File: config.mk
export PLATFORM = sky130hd
export DESIGN_NAME = solution_packer
export DESIGN_NICKNAME = d
export VERILOG_FILES = /design/src/rtl/nonogram_pkg.sv /design/src/rtl/row_byte_select.sv /design/src/rtl/solution_packer.sv
export SDC_FILE = /design/constraint.sdc
export NUM_CORES = 1
export LEC_CHECK = 0
export ABC_CLOCK_PERIOD_IN_PS = 1960
export BUFFER_PORTS_ARGS = -buffer_cell sky130_fd_sc_hd__buf_2
export CORE_ASPECT_RATIO = 0.9
export CORE_MARGIN = 2
export CORE_UTILIZATION = 45
export CTS_CLUSTER_DIAMETER = 120
export CTS_CLUSTER_SIZE = 40
export DETAILED_ROUTE_END_ITERATION = 7
export GPL_ROUTABILITY_DRIVEN = 0
export PLACE_DENSITY = 0.7
export SYNTH_ARGS = -nofsm -noshare
export SYNTH_HDL_FRONTEND = slang
export SYNTH_HIERARCHICAL = 1
export SYNTH_SLANG_ARGS = --single-unit
File: constraint.sdc
create_clock -name clk -period 1.96 [get_ports clk]
set_input_delay 0.294 -clock clk [delete_from_list [all_inputs] [get_ports clk]]
set_output_delay 0.294 -clock clk [all_outputs]
set_load 0.1 [all_outputs]
File: src/rtl/nonogram_pkg.sv
// nonogram_pkg
//   Shared sizing and types for the solution return path.
//   MAX_ROWS/MAX_COLS bound the board. A solution bit index is r*MAX_COLS + c.
//   BYTES_PER_ROW is the number of LSB-first bytes emitted for each row.
//   packer_state_t is the state type of the solution_packer FSM.
package nonogram_pkg;

   localparam int MAX_ROWS      = 11;
   localparam int MAX_COLS      = 11;
   localparam int BYTES_PER_ROW = (MAX_COLS + 7) / 8;
   localparam int SOL_W         = MAX_ROWS * MAX_COLS;

   // Widths of the host-supplied dimension inputs.
   localparam int M_W = $clog2(MAX_ROWS);
   localparam int N_W = $clog2(MAX_COLS);

   // Widths of the internal counters and of the clipped dimensions.
   localparam int R_W = $clog2(MAX_ROWS + 1);
   localparam int C_W = $clog2(MAX_COLS + 1);
   localparam int K_W = $clog2(BYTES_PER_ROW + 1);

   typedef enum logic [2:0] {
      IDLE,
      HDR,
      ROW,
      ACK,
      DRAIN,
      FIN
   } packer_state_t;

   // Clamp a requested row count to the board size.
   function automatic logic [R_W-1:0] clip_rows(input logic [M_W-1:0] v);
      return (int'(v) > MAX_ROWS) ? R_W'(MAX_ROWS) : R_W'(v);
   endfunction

   // Clamp a requested column count to the board size.
   function automatic logic [C_W-1:0] clip_cols(input logic [N_W-1:0] v);
      return (int'(v) > MAX_COLS) ? C_W'(MAX_COLS) : C_W'(v);
   endfunction

endpackage

File: src/rtl/row_byte_select.sv
// row_byte_select
//   Combinational selector that picks byte k of row r out of the captured
//   solution bitmap. Bit j of the result is cell (r, 8k+j). Columns at or
//   beyond n_eff, or beyond the board width, read as 0.
//   Ports:
//     solution_i  captured bitmap, bit r*MAX_COLS + c = cell (r,c)
//     r_i         row index; rows outside the board give 0x00
//     k_i         byte index within the row; out of range gives 0x00
//     n_eff_i     active column count (already clipped)
//     byte_o      masked byte
module row_byte_select
   import nonogram_pkg::*;
(
   input  logic [SOL_W-1:0] solution_i,
   input  logic [R_W-1:0]   r_i,
   input  logic [K_W-1:0]   k_i,
   input  logic [C_W-1:0]   n_eff_i,
   output logic [7:0]       byte_o
);

   localparam int PAD_W = BYTES_PER_ROW * 8;

   logic [MAX_COLS-1:0] row_sel;
   logic [MAX_COLS-1:0] col_mask;
   logic [PAD_W-1:0]    row_pad;

   // Row mux: constant part-selects per row, picked by comparison.
   always_comb begin
      row_sel = '0;
      for (int rr = 0; rr < MAX_ROWS; rr++) begin
         if (int'(r_i) == rr) begin
            row_sel = solution_i[rr*MAX_COLS +: MAX_COLS];
         end
      end
   end

   // Thermometer mask of the active columns.
   always_comb begin
      col_mask = '0;
      for (int c = 0; c < MAX_COLS; c++) begin
         col_mask[c] = (c < int'(n_eff_i));
      end
   end

   // Zero-pad the row to whole bytes so the final byte's upper bits are 0.
   assign row_pad = PAD_W'(row_sel & col_mask);

   always_comb begin
      byte_o = '0;
      for (int kk = 0; kk < BYTES_PER_ROW; kk++) begin
         if (int'(k_i) == kk) begin
            byte_o = row_pad[kk*8 +: 8];
         end
      end
   end

endmodule

File: src/rtl/solution_packer.sv
// solution_packer
//   Captures a solved board once and streams it to the UART transmitter as
//   one header byte {m_eff, n_eff} followed by BYTES_PER_ROW bytes per row.
//   Exactly one byte is in flight: after each byte the FSM waits for the
//   transmitter to drop tx_ready (byte taken) and raise it again (byte sent).
//   Ports:
//     clk, rst_n   clock, asynchronous active-low reset
//     valid_in     1-cycle start pulse; solution/m/n sampled with it
//     solution     solved bitmap, 1 = filled
//     m, n         requested row/column counts (clipped to the board)
//     tx_ready     transmitter idle level
//     byte_valid   1-cycle pulse with byte_out
//     byte_out     registered byte, holds between pulses
//     busy         high from capture until the done cycle
//     done         1-cycle pulse once the last byte has been transmitted
module solution_packer
   import nonogram_pkg::*;
(
   input  logic             clk,
   input  logic             rst_n,
   input  logic             valid_in,
   input  logic [SOL_W-1:0] solution,
   input  logic [M_W-1:0]   m,
   input  logic [N_W-1:0]   n,
   input  logic             tx_ready,
   output logic             byte_valid,
   output logic [7:0]       byte_out,
   output logic             busy,
   output logic             done
);

   localparam logic [K_W-1:0] K_LAST = K_W'(BYTES_PER_ROW - 1);

   packer_state_t    state_q, state_d;
   logic [SOL_W-1:0] sol_q, sol_d;
   logic [R_W-1:0]   m_eff_q, m_eff_d;
   logic [C_W-1:0]   n_eff_q, n_eff_d;
   logic [R_W-1:0]   r_q, r_d;
   logic [K_W-1:0]   k_q, k_d;
   // Set once the first row byte has gone out; distinguishes the DRAIN that
   // follows the header from the DRAINs that follow row bytes.
   logic             row_phase_q, row_phase_d;
   logic             byte_valid_q, byte_valid_d;
   logic [7:0]       byte_out_q, byte_out_d;
   logic             busy_q, busy_d;
   logic             done_q, done_d;

   logic [7:0]       sel_byte;
   logic [R_W-1:0]   r_inc;

   assign r_inc = r_q + 1'b1;

   row_byte_select u_sel (
      .solution_i (sol_q),
      .r_i        (r_q),
      .k_i        (k_q),
      .n_eff_i    (n_eff_q),
      .byte_o     (sel_byte)
   );

   always_comb begin
      state_d      = state_q;
      sol_d        = sol_q;
      m_eff_d      = m_eff_q;
      n_eff_d      = n_eff_q;
      r_d          = r_q;
      k_d          = k_q;
      row_phase_d  = row_phase_q;
      byte_valid_d = 1'b0;
      byte_out_d   = byte_out_q;
      busy_d       = busy_q;
      done_d       = 1'b0;

      case (state_q)
         IDLE: begin
            if (valid_in) begin
               sol_d       = solution;
               m_eff_d     = clip_rows(m);
               n_eff_d     = clip_cols(n);
               r_d         = '0;
               k_d         = '0;
               row_phase_d = 1'b0;
               busy_d      = 1'b1;
               state_d     = HDR;
            end
         end
         HDR: begin
            if (tx_ready) begin
               byte_valid_d = 1'b1;
               byte_out_d   = {m_eff_q[3:0], n_eff_q[3:0]};
               state_d      = ACK;
            end
         end
         ROW: begin
            if (tx_ready) begin
               byte_valid_d = 1'b1;
               byte_out_d   = sel_byte;
               row_phase_d  = 1'b1;
               state_d      = ACK;
            end
         end
         ACK: begin
            if (!tx_ready) begin
               state_d = DRAIN;
            end
         end
         DRAIN: begin
            if (tx_ready) begin
               if (!row_phase_q) begin
                  // Header just finished; r/k already point at row 0 byte 0.
                  state_d = (m_eff_q == '0) ? FIN : ROW;
               end else if (k_q == K_LAST) begin
                  k_d     = '0;
                  r_d     = r_inc;
                  state_d = (r_inc == m_eff_q) ? FIN : ROW;
               end else begin
                  k_d     = k_q + 1'b1;
                  state_d = ROW;
               end
               // done and busy are registered, so they change on FIN entry.
               if (state_d == FIN) begin
                  done_d = 1'b1;
                  busy_d = 1'b0;
               end
            end
         end
         FIN: begin
            state_d = IDLE;
         end
         default: begin
            state_d = IDLE;
         end
      endcase
   end

   always_ff @(posedge clk or negedge rst_n) begin
      if (!rst_n) begin
         state_q      <= IDLE;
         sol_q        <= '0;
         m_eff_q      <= '0;
         n_eff_q      <= '0;
         r_q          <= '0;
         k_q          <= '0;
         row_phase_q  <= 1'b0;
         byte_valid_q <= 1'b0;
         byte_out_q   <= '0;
         busy_q       <= 1'b0;
         done_q       <= 1'b0;
      end else begin
         state_q      <= state_d;
         sol_q        <= sol_d;
         m_eff_q      <= m_eff_d;
         n_eff_q      <= n_eff_d;
         r_q          <= r_d;
         k_q          <= k_d;
         row_phase_q  <= row_phase_d;
         byte_valid_q <= byte_valid_d;
         byte_out_q   <= byte_out_d;
         busy_q       <= busy_d;
         done_q       <= done_d;
      end
   end

   assign byte_valid = byte_valid_q;
   assign byte_out   = byte_out_q;
   assign busy       = busy_q;
   assign done       = done_q;

endmodule

==> impl_results.md <==
* Net Switching at about 5 mW
* Hold Crit Class: in2reg
* Pwr Density at 1510 nW/µm²
* YS warnings at 6
* Total CTS buffers at 17
* Seq/Total Area, Yosys at 50.5%
* Clock buffer depth at 2
* R2R cell count at 9
* Switching share of power at 36.0%
* Critical path depth at 9
* CTS tree: yes
* CP max stage cell: dfrtp_2
* Chip height at 126 µm
* Synthesized Nets at about 750
* Fin crit share at 111%
* WP data arrival at about 2.5 ns
* Post-Synthesis Cells at slightly above 600
* Via Count at between 5000 and 6000
* H-tree levels at 4
* Family with the most delay on the worst path: compound AO/OA/AOI/OAI gates
* Worst skew pair latency at 0.44 ns
* FFs w/ async S/R, synth at 100%
* # rows at 44
* I/O pins at 144
* Crit path from: r_q[0]
* DRT antenna net count at 0
* Fraction of layout cells with a size suffix above 1 at about 50%
* Total buffers and inverters traversed by the critical path at 3
* Critical path class: reg2reg
* DRC at 0
* N_diodes at 0
* DR pass1 iterations at 5
* Clock root buffer: clkbuf_16
* Mean post-synth cell area at between 10 and 15 µm²
* First-pass GRT wire length at 31.7 mm
* Die area at 17600 µm²
* Crit. End Element: flop
* Worst Setup EP: byte_out[1]
* Int Pwr at 9.10 mW
* Post-synthesis register bit count at 150
* Max-Cap Viols at 0
* Vias in the first global route at 6061
* Count leader, synth: dfrtp_1
* Prevailing post-synth register cell: dfrtp_1
* Synth area leader: dfrtp_1
* Number of port buffers at 143
* Logic pwr share at 35.7%
* Netlist cell types at a little over 70
* Slew HR at 64.5%
* Area of the mapped netlist at 7430 µm²
* R2r startpoint: r_q[0]
* Fmax at between 0.4 and 0.5 GHz
* Slew Viols, Final at 0
* Largest net degree at the start of global routing at 65
* Design Area, Final at about 9400 µm²
* Slowest stage delay, CP at 0.43 ns
* Worst reg2reg endpoint: byte_out[1]
* Failing checks: negative setup slack
* Static Leak at 4.17 nW
* CTS Sinks at 150
* Clock power share at between 20% and 30%
* Nets at 933
* CP max FO at 9
* Post-DP HPWL at 14.6 mm
* Detailed Route Iter0 Violations at 343
* CP Launch Type: flop
* Initial antenna violation count at 0
* Worst slew pin tran at 0.533 ns
* Tmin final at 2.18 ns
* Area Overhead vs Synth at 27.1%
* Synth cell count leaders: 150 x dfrtp_1, 126 x mux2_2, 45 x nor2_1, 32 x o21ai_0, 29 x nand2_1
* Gr usage total at 23.4%
* Final worst slack at -0.223 ns
* Hold Worst Slack at 0.0823 ns
* Dpl ws at -0.392 ns
* Top cells by area, synth: dfrtp_1 50%, mux2_2 19%, mux2i_1 2.7%
* Outcome: finished with violations
* Die W at 139 µm
* Final wirelength at 19.8 mm
* Placeable Area at around 16000 µm²
* Initial core utilization at 46.1%
* Unrepaired setup endpoints after global routing: true
* CP Cell Sequence: buf_12 > buf_6 > mux2_4 > a31oi_2 > o32ai_2 > buf_4 > a221o_1 > mux2i_1 > o21ai_1
* Wire per inst at 19.4 µm
* Routed vias/inst at 5.50
* Congestion Overflow GR at 0
* Setup violations, final at 8
* Area share of the largest cell type after synthesis at about half
* R2R Setup Slk at -0.22 ns
* Fillers at approximately 1300
* Final Hold Vio Count at 0
* Post-synth EDFFs at 0
* Post-place instance area at 8620 µm²
* Critical Path RT at roughly 2.3 ns
* Final setup skew at 0.00864 ns
* Clock slew at reported path FFs at 0.07 ns
* VDD IR max at 1.24 mV
* Sequential group share of total power at 40.4%
-- what timing repair did --
item                                    4_1_cts  5_1_grt
cloned                                        0        0
endpoints found under the setup margin       13       13
hold buffers                                  1        0
pin swaps                                     7       12
endpoints found under the hold margin        48        0
buffers inserted                              4        0
gates resized for setup                      22       19
-- registers in the layout, indices dropped and copies added (netlist names) --
register / count
sol_q: 121
byte_out: 8
m_eff_q: 4
n_eff_q: 4
r_q: 4
state_q: 3
k_q: 2
busy: 1
byte_valid: 1
done: 1
row_phase_q: 1
-- placed cells by master (no fill, tap or decap), types with 7 or more instances in the layout --
cell       instances
a21oi_1           26
a31oi_1            8
buf_2            142
buf_4             54
buf_6              8
clkbuf_16         17
dfrtp_1          148
inv_1             12
inv_6              7
mux2_2           126
mux2i_1           20
mux4_2             7
nand2_1           29
nor2_1            44
o21ai_0           26
o21ai_1            7
-- worst min path at each step --
| stage | startpoint | end | slack [ns] | depth (start not counted) |
|---|---|---|---|---|
| final | solution[84] | sol_q[84] | 0.08 | 2 |
| after global routing | solution[78] | sol_q[78] | 0.08 | 2 |
| after CTS | solution[100] | sol_q[100] | 0.07 | 2 |
| after detailed placement | rst_n | busy | 0.28 | 1 |
| after global placement | rst_n | busy | 0.28 | 1 |
| after floorplan | rst_n | busy | -0.002 | 0 |
-- routing by layer --
metal / share of wire, % / wire [µm] / global-route usage (%) / up-vias
met5: 0 / 0 / 0 / -
met4: 1.9 / 374 / 7.61 / 0
met3: 6.3 / 1240 / 5.82 / 32
met2: 49 / 9740 / 39.4 / 173
met1: 43 / 8420 / 29.9 / 2797
li1: - / - / - / 2605
-- stage by stage --
step,power [mW],setup TNS [ns],utilization [%],cells
6_report,14.2,-0.871,58.6,1019
5_1_grt,15.0,-1.73,58.6,1019
4_1_cts,14.2,-1.42,58.0,1019
3_5_place_dp,10.6,-1.39,53.5,982
3_3_place_gp,10.4,-0.691,53.5,982
2_1_floorplan,9.13,0,-,611
-- cell families (layout without fill, tap and decap cells) --
| family | after synthesis | after routing | synth area share, % |
|---|---|---|---|
| multiplexers | 157 | 157 | 24.5 |
| flip-flops | 150 | 150 | 50.5 |
| AO/OA/AOI/OAI | 124 | 124 | 10.7 |
| AND/OR/NAND/NOR | 116 | 116 | 8.00 |
| buffers and inverters | 56 | 257 | 5.15 |
| XOR/XNOR | 7 | 7 | 1.01 |
| adder cells (fa/ha/maj) | 1 | 1 | 0.168 |
-- cell type report --
cell class	instances	area [µm²]	area share [%]
Clock buffer	17	425	4.50
Clock inverter	15	183	1.93
Inverter	14	52.6	0.556
Multi-Input combinational cell	405	3430	36.3
Sequential cell	150	3760	39.8
Tap cell	207	259	2.74
Timing Repair Buffer	211	1340	14.1
-- power by group through the flow --
stage	Combinational [mW]	Sequential [mW]	Clock, mW
global route	5.51	5.91	3.57
global placement	4.71	5.72	0
finish	5.08	5.74	3.40
detailed placement	4.88	5.77	0
CTS	5.00	5.73	3.46
floorplan	3.33	5.80	0
No activity file was read; power rests on OpenSTA's default activity.
